**config.mk**
```make
export PLATFORM = sky130hd
export DESIGN_NAME = mem_arbiter_flat
export DESIGN_NICKNAME = d
export VERILOG_FILES = /design/src/rtl/mem_arbiter_if.sv /design/src/rtl/mem_arbiter.sv /design/src/flat_wrapper.sv
export SDC_FILE = /design/constraint.sdc
export NUM_CORES = 1
export LEC_CHECK = 0
export ABC_AREA = 1
export ABC_CLOCK_PERIOD_IN_PS = 1700
export CAP_MARGIN = 20
export CORE_UTILIZATION = 42
export CTS_CLUSTER_SIZE = 28
export DETAILED_ROUTE_END_ITERATION = 8
export PLACE_DENSITY = 0.79
export SLEW_MARGIN = 20
export SYNTH_ARGS = -nofsm -noshare
export SYNTH_HDL_FRONTEND = slang
export SYNTH_SLANG_ARGS = --single-unit
```
**constraint.sdc**
```tcl
create_clock -name clk -period 1.7 [get_ports clk]
set_clock_uncertainty 0.15 [all_clocks]
set_input_delay 0.17 -clock clk [delete_from_list [all_inputs] [get_ports clk]]
set_output_delay 0.17 -clock clk [all_outputs]
set_load 0.03 [all_outputs]
```
**src/rtl/mem_arbiter_if.sv**
```systemverilog
// mem_arbiter_if: bundles the CPU and loader request/ack handshakes, the
// shared RAM port and the arbiter status lines.
// `program` is a reserved word, so the program-mode input is program_mode.
interface mem_arbiter_if #(
    parameter int DATA_WIDTH = 8,
    parameter int ADDR_WIDTH = 8
);
    logic                  program_mode;

    logic                  cpu_req;
    logic                  cpu_rw;
    logic [ADDR_WIDTH-1:0] cpu_addr;
    logic [DATA_WIDTH-1:0] cpu_wdata;
    logic                  cpu_ack;
    logic [DATA_WIDTH-1:0] cpu_rdata;

    logic                  ld_req;
    logic                  ld_rw;
    logic [ADDR_WIDTH-1:0] ld_addr;
    logic [DATA_WIDTH-1:0] ld_wdata;
    logic                  ld_ack;
    logic [DATA_WIDTH-1:0] ld_rdata;

    logic                  mem_en;
    logic                  mem_rw;
    logic [ADDR_WIDTH-1:0] mem_addr;
    logic [DATA_WIDTH-1:0] mem_wdata;
    logic [DATA_WIDTH-1:0] mem_rdata;

    logic                  busy;
    logic                  owner;

    // Arbiter side: serves the requesters and drives the RAM port.
    modport slave (
        input  program_mode,
        input  cpu_req, cpu_rw, cpu_addr, cpu_wdata,
        output cpu_ack, cpu_rdata,
        input  ld_req, ld_rw, ld_addr, ld_wdata,
        output ld_ack, ld_rdata,
        output mem_en, mem_rw, mem_addr, mem_wdata,
        input  mem_rdata,
        output busy, owner
    );

    // Requester/RAM side: everything the arbiter consumes or produces, mirrored.
    modport master (
        output program_mode,
        output cpu_req, cpu_rw, cpu_addr, cpu_wdata,
        input  cpu_ack, cpu_rdata,
        output ld_req, ld_rw, ld_addr, ld_wdata,
        input  ld_ack, ld_rdata,
        input  mem_en, mem_rw, mem_addr, mem_wdata,
        output mem_rdata,
        input  busy, owner
    );
endinterface

```
**src/rtl/mem_arbiter.sv**
```systemverilog
// mem_arbiter: shares one RAM port between the CPU control path and the
// program loader. Requests are sampled only in IDLE, the winner's command is
// latched and held on the RAM port for MEM_LAT cycles, then a one-cycle ack
// returns the read data (zero for writes).
// Optional: define ARB_ROUND_ROBIN_EN to alternate contended grants while
// program_mode is low; otherwise the CPU wins contention in that mode.
module mem_arbiter #(
    parameter int DATA_WIDTH = 8,
    parameter int ADDR_WIDTH = 8,
    parameter int MEM_LAT    = 1
) (
    input  logic          clk,
    input  logic          reset,
    mem_arbiter_if.slave  bus
);

    typedef enum logic [1:0] {
        ST_IDLE   = 2'd0,
        ST_ACCESS = 2'd1,
        ST_DONE   = 2'd2
    } state_e;

    localparam logic [3:0] LAT_M1 = 4'(MEM_LAT - 1);

    state_e                state_q, state_d;
    logic                  owner_q, owner_d;
    logic                  rw_q, rw_d;
    logic [ADDR_WIDTH-1:0] addr_q, addr_d;
    logic [DATA_WIDTH-1:0] wdata_q, wdata_d;
    logic [DATA_WIDTH-1:0] rdata_q, rdata_d;
    logic [3:0]            cnt_q, cnt_d;

    logic                  contended;
    logic                  grant_ld;

`ifdef ARB_ROUND_ROBIN_EN
    logic                  rr_q, rr_d;
`endif

    // Winner selection for an IDLE-cycle grant.
    always_comb begin
        contended = bus.cpu_req && bus.ld_req;
        grant_ld  = 1'b0;
        if (contended) begin
            if (bus.program_mode) begin
                grant_ld = 1'b1;
            end else begin
`ifdef ARB_ROUND_ROBIN_EN
                grant_ld = rr_q;
`else
                grant_ld = 1'b0;
`endif
            end
        end else begin
            grant_ld = bus.ld_req;
        end
    end

`ifdef ARB_ROUND_ROBIN_EN
    // Pointer moves past the requester just granted on each contended grant.
    always_comb begin
        rr_d = rr_q;
        if (state_q == ST_IDLE && contended && !bus.program_mode) begin
            rr_d = ~rr_q;
        end
    end

    // Round-robin pointer register; reset favours the CPU.
    always_ff @(posedge clk or negedge reset) begin
        if (!reset) begin
            rr_q <= 1'b0;
        end else begin
            rr_q <= rr_d;
        end
    end
`endif

    // Next-state logic: latch on grant, count down the access, capture read data.
    always_comb begin
        state_d = state_q;
        owner_d = owner_q;
        rw_d    = rw_q;
        addr_d  = addr_q;
        wdata_d = wdata_q;
        rdata_d = rdata_q;
        cnt_d   = cnt_q;
        case (state_q)
            ST_IDLE: begin
                if (bus.cpu_req || bus.ld_req) begin
                    owner_d = grant_ld;
                    rw_d    = grant_ld ? bus.ld_rw    : bus.cpu_rw;
                    addr_d  = grant_ld ? bus.ld_addr  : bus.cpu_addr;
                    wdata_d = grant_ld ? bus.ld_wdata : bus.cpu_wdata;
                    cnt_d   = LAT_M1;
                    state_d = ST_ACCESS;
                end
            end
            ST_ACCESS: begin
                if (cnt_q == 4'd0) begin
                    rdata_d = rw_q ? '0 : bus.mem_rdata;
                    state_d = ST_DONE;
                end else begin
                    cnt_d = cnt_q - 4'd1;
                end
            end
            ST_DONE: begin
                state_d = ST_IDLE;
            end
            default: begin
                state_d = ST_IDLE;
            end
        endcase
    end

    // State and latched-command registers; reset aborts any access in flight.
    always_ff @(posedge clk or negedge reset) begin
        if (!reset) begin
            state_q <= ST_IDLE;
            owner_q <= 1'b0;
            rw_q    <= 1'b0;
            addr_q  <= '0;
            wdata_q <= '0;
            rdata_q <= '0;
            cnt_q   <= '0;
        end else begin
            state_q <= state_d;
            owner_q <= owner_d;
            rw_q    <= rw_d;
            addr_q  <= addr_d;
            wdata_q <= wdata_d;
            rdata_q <= rdata_d;
            cnt_q   <= cnt_d;
        end
    end

    // Output decode: RAM port only during ACCESS, owner's ack only during DONE.
    always_comb begin
        bus.mem_en    = 1'b0;
        bus.mem_rw    = 1'b0;
        bus.mem_addr  = '0;
        bus.mem_wdata = '0;
        bus.cpu_ack   = 1'b0;
        bus.cpu_rdata = '0;
        bus.ld_ack    = 1'b0;
        bus.ld_rdata  = '0;
        bus.busy      = (state_q != ST_IDLE);
        bus.owner     = owner_q;
        case (state_q)
            ST_ACCESS: begin
                bus.mem_en    = 1'b1;
                bus.mem_rw    = rw_q;
                bus.mem_addr  = addr_q;
                bus.mem_wdata = wdata_q;
            end
            ST_DONE: begin
                if (owner_q) begin
                    bus.ld_ack   = 1'b1;
                    bus.ld_rdata = rdata_q;
                end else begin
                    bus.cpu_ack   = 1'b1;
                    bus.cpu_rdata = rdata_q;
                end
            end
            default: begin
            end
        endcase
    end

endmodule
```
**src/flat_wrapper.sv**
```systemverilog
// flat-port wrapper written by rule: the top's interface ports become plain ports
module mem_arbiter_flat 
#(
    parameter int DATA_WIDTH = 8,
    parameter int ADDR_WIDTH = 8,
    parameter int MEM_LAT    = 1
)
  (clk, reset, bus_program_mode, bus_cpu_req, bus_cpu_rw, bus_cpu_addr, bus_cpu_wdata, bus_cpu_ack, bus_cpu_rdata, bus_ld_req, bus_ld_rw, bus_ld_addr, bus_ld_wdata, bus_ld_ack, bus_ld_rdata, bus_mem_en, bus_mem_rw, bus_mem_addr, bus_mem_wdata, bus_mem_rdata, bus_busy, bus_owner);
  mem_arbiter_if #(.DATA_WIDTH(DATA_WIDTH), .ADDR_WIDTH(ADDR_WIDTH)) bus_i ();
  input  logic clk;
  input  logic reset;
  input wire logic [$bits(bus_i.program_mode)-1:0] bus_program_mode;
  input wire logic [$bits(bus_i.cpu_req)-1:0] bus_cpu_req;
  input wire logic [$bits(bus_i.cpu_rw)-1:0] bus_cpu_rw;
  input wire logic [$bits(bus_i.cpu_addr)-1:0] bus_cpu_addr;
  input wire logic [$bits(bus_i.cpu_wdata)-1:0] bus_cpu_wdata;
  output wire logic [$bits(bus_i.cpu_ack)-1:0] bus_cpu_ack;
  output wire logic [$bits(bus_i.cpu_rdata)-1:0] bus_cpu_rdata;
  input wire logic [$bits(bus_i.ld_req)-1:0] bus_ld_req;
  input wire logic [$bits(bus_i.ld_rw)-1:0] bus_ld_rw;
  input wire logic [$bits(bus_i.ld_addr)-1:0] bus_ld_addr;
  input wire logic [$bits(bus_i.ld_wdata)-1:0] bus_ld_wdata;
  output wire logic [$bits(bus_i.ld_ack)-1:0] bus_ld_ack;
  output wire logic [$bits(bus_i.ld_rdata)-1:0] bus_ld_rdata;
  output wire logic [$bits(bus_i.mem_en)-1:0] bus_mem_en;
  output wire logic [$bits(bus_i.mem_rw)-1:0] bus_mem_rw;
  output wire logic [$bits(bus_i.mem_addr)-1:0] bus_mem_addr;
  output wire logic [$bits(bus_i.mem_wdata)-1:0] bus_mem_wdata;
  input wire logic [$bits(bus_i.mem_rdata)-1:0] bus_mem_rdata;
  output wire logic [$bits(bus_i.busy)-1:0] bus_busy;
  output wire logic [$bits(bus_i.owner)-1:0] bus_owner;
  assign bus_i.program_mode = bus_program_mode;
  assign bus_i.cpu_req = bus_cpu_req;
  assign bus_i.cpu_rw = bus_cpu_rw;
  assign bus_i.cpu_addr = bus_cpu_addr;
  assign bus_i.cpu_wdata = bus_cpu_wdata;
  assign bus_cpu_ack = bus_i.cpu_ack;
  assign bus_cpu_rdata = bus_i.cpu_rdata;
  assign bus_i.ld_req = bus_ld_req;
  assign bus_i.ld_rw = bus_ld_rw;
  assign bus_i.ld_addr = bus_ld_addr;
  assign bus_i.ld_wdata = bus_ld_wdata;
  assign bus_ld_ack = bus_i.ld_ack;
  assign bus_ld_rdata = bus_i.ld_rdata;
  assign bus_mem_en = bus_i.mem_en;
  assign bus_mem_rw = bus_i.mem_rw;
  assign bus_mem_addr = bus_i.mem_addr;
  assign bus_mem_wdata = bus_i.mem_wdata;
  assign bus_i.mem_rdata = bus_mem_rdata;
  assign bus_busy = bus_i.busy;
  assign bus_owner = bus_i.owner;
  mem_arbiter #(.DATA_WIDTH(DATA_WIDTH), .ADDR_WIDTH(ADDR_WIDTH), .MEM_LAT(MEM_LAT)) u_core (.clk(clk), .reset(reset), .bus(bus_i));
endmodule
```
==> results.sh <==
export IMPL_outcome="completed"
export IMPL_finalPower_w=0.00415
export IMPL_gr_total_overflow=0
export IMPL_finalSetupViolCount=0
export IMPL_wl_um=4800
export IMPL_cts_max_level=2
export IMPL_grt_pass1_vias=1861
export IMPL_busiest_layer="met2"
export IMPL_drv_slew=0
export IMPL_use_met3_pct=3.90
export IMPL_path_max_fanout=8
export IMPL_worst_setup_path_end_kind="primary output"
export IMPL_tns_ns=0
export IMPL_slew_headroom_pct=52.6
export IMPL_cts_buffer_depth=2
export IMPL_cp_required_ns=1.38
export IMPL_core_rowCount=24
export IMPL_criticalPathCategory="flip-flop to primary output"
export IMPL_area_growth_pct=49.5
export IMPL_synth_cell_type_count=22
export IMPL_diodes=0
export IMPL_place_congestion=0.737
export IMPL_synth_commonest_cells="80 x nand2_1, 50 x inv_1, 38 x nor2_1, 32 x dfrtp_1, 23 x nand3_1"
export IMPL_power_density_mw_per_mm2=1420
export IMPL_antenna_found_initial=0
export IMPL_cts_tree="done"
export IMPL_synthesis_nets=323
export IMPL_cts_clk_slew_worst_paths_ns=0.06
export IMPL_yosys_area_top_type="dfrtp_1"
export IMPL_viasPerCell=4.64
export IMPL_clk_latency_ns=0.27
export IMPL_dr_pass1_iters=4
export IMPL_drive_gt1_share_pct=21.4
export IMPL_wl_per_cell_um=11.5
export IMPL_rsz0062_at_grt="yes"
export IMPL_synth_area_top_cells="dfrtp_1 41%, nand2_1 15%, inv_1 9.6%"
export IMPL_avgSynthCellArea_sq_um=7.15
export IMPL_use_met1_pct=26.2
export IMPL_min_period_over_period_pct=98.3
export IMPL_maxCapViolCount=0
export IMPL_irDropWorstVdd_mv=0.640
export IMPL_worstPathArrival_ns=1.35
export IMPL_synth_warnings=0
export IMPL_synthArstFlopShare_pct=100
export IMPL_drt_iter0_markers=89
export IMPL_numCtsBuffers=5
export IMPL_synth_edf_count=0
export IMPL_io_buffers=84
export IMPL_ant_nets=0
export IMPL_dp_hpwl_um=3520
export IMPL_fin_area_sq_mm=0.00293
export IMPL_fmax_ghz=0.599
export IMPL_ys_seq_area_share_pct=40.9
export IMPL_fillCellCount=375
export IMPL_num_vias=1936
export IMPL_die_h_um=70.3
export IMPL_synth_most_common_cell="nand2_1"
export IMPL_track_usage_pct=20.6
export IMPL_min_path_type="input pin to flip-flop"
export IMPL_cts_root_buffer="clkbuf_8"
export IMPL_core_area_sq_mm=0.00441
export IMPL_ys_flop_type="dfrtp_1"
export IMPL_ioPinCount=85
export IMPL_yosys_area_top_type_share_pct=40.9
export IMPL_postSynthCellCount=274
export IMPL_dpl_instance_area_sq_mm=0.00279
export IMPL_cts_sinks=32
export IMPL_hold_viol_final=0
export IMPL_grt_pass1_wl_um=8200
export IMPL_grtUsageMet2_pct=36.0
export IMPL_fin_nets=414
export IMPL_p_leak_nw=1.56
export IMPL_die_area_sq_mm=0.00494
export IMPL_fp_dieW_um=70.3
export IMPL_start_util_pct=44.4
export IMPL_fin_util_pct=66.3
export IMPL_worst_pin_slew_ns=0.711
export IMPL_route_detailed_drc=0
export IMPL_synth_cell_area_sq_mm=0.00196
export IMPL_final_min_clock_period_ns=1.67
export IMPL_ys_ff_latch=32
export IMPL_grt_max_degree=33
export IMPL_critPathLaunchType="flip-flop"
[cell families after synthesis]
kind of cell | Yosys count | share of synthesized area, %
xor+xnor | 1 | 0.447
buf+inv | 63 | 13.7
simple gates | 165 | 38.8
fa+ha+maj | 2 | 1.28
flops | 32 | 40.9
compound gates | 11 | 4.92
[per-layer routing]
metal | share of wire [%] | wire [um]
met2 | 49 | 2330
met3 | 5.9 | 281
met4 | 0.17 | 8
met1 | 45 | 2180
met5 | 0 | 0
[final timing paths]
| kind | from | endpoint | slack [ns] | depth (start not counted) |
|---|---|---|---|---|
| max | u_core.state_q[1]$_DFFE_PN0P_ | bus_cpu_rdata[7] | 0.03 | 7 |
| min | bus_mem_rdata[3] | u_core.rdata_q[3]$_DFFE_PN0P_ | 0.31 | 3 |
| max reg2reg | u_core.cnt_q[0]$_DFFE_PN0P_ | u_core.rdata_q[1]$_DFFE_PN0P_ | 0.24 | 5 |
| min reg2reg | u_core.rdata_q[0]$_DFFE_PN0P_ | u_core.rdata_q[0]$_DFFE_PN0P_ | 0.33 | 2 |
| max in group asynchronous | reset | u_core.state_q[0]$_DFFE_PN0P_ | 0.57 | 2 |
| min in group asynchronous | reset | u_core.rdata_q[0]$_DFFE_PN0P_ | 0.33 | 2 |
[placed cells by master, fill, tap and decap left out, types with 3 or more instances in the layout]
| master | instances |
|---|---|
| nand3_1 | 23 |
| clkbuf_8 | 5 |
| nor2_4 | 3 |
| nor2_1 | 34 |
| inv_2 | 3 |
| nand3b_1 | 17 |
| o21ai_2 | 8 |
| inv_1 | 49 |
| nand2_2 | 3 |
| nand2_1 | 79 |
| buf_4 | 39 |
| dfrtp_1 | 31 |
| clkdlybuf4s50_1 | 45 |
| buf_12 | 3 |
[flip-flops by register name, indices dropped and copies added, names as in the netlist]
signal / cells
u_core.addr_q: 8
u_core.rdata_q: 8
u_core.wdata_q: 8
u_core.cnt_q: 4
u_core.state_q: 2
u_core.bus.owner: 1
u_core.rw_q: 1
[layout make-up]
type / instances / area [sq um] / share of cell area (%)
clock buffers: 6 / 72.6 / 2.48
inverters: 54 / 205 / 7.01
repair buffers: 93 / 855 / 29.2
well taps: 52 / 65.1 / 2.22
clock inverters: 1 / 5.00 / 0.171
flip-flops and latches: 32 / 802 / 27.4
multi-input cells: 179 / 922 / 31.5
[worst max-delay path, stage by stage (launching register included)]
cell and delay, ns:
dfrtp_1 0.37, inv_2 0.07, nor2_4 0.11, inv_1 0.07, nor2_4 0.13, inv_4 0.07, nor2_1 0.09, buf_4 0.16
[per-stage QoR]
step           hold WS [ns]  setup slack (ns)  cells
2_1_floorplan        -0.276           -0.0504    274
3_3_place_gp          0.116            0.0772    407
3_5_place_dp          0.125            0.0424    407
4_1_cts               0.311           -0.0200    415
5_1_grt               0.326           -0.0612    417
6_report              0.314            0.0297    417
[what timing repair did]
action / CTS / global route
pin swaps: 0 / 2
hold buffers: 1 / 0
resized for setup: 3 / 14
buffers inserted: 0 / 2
endpoints found under the hold margin: 32 / 0
setup endpoints to repair: 7 / 27
[where the power goes]
group	switching [W]	internal, W	leakage (nW)
combinational	0.00144	0.000894	1.12
sequential	0.000206	0.00108	0.402
clock	0.000257	0.000278	0.0410
total	0.00190	0.00225	1.56
No activity file was read; power rests on OpenSTA's default activity.
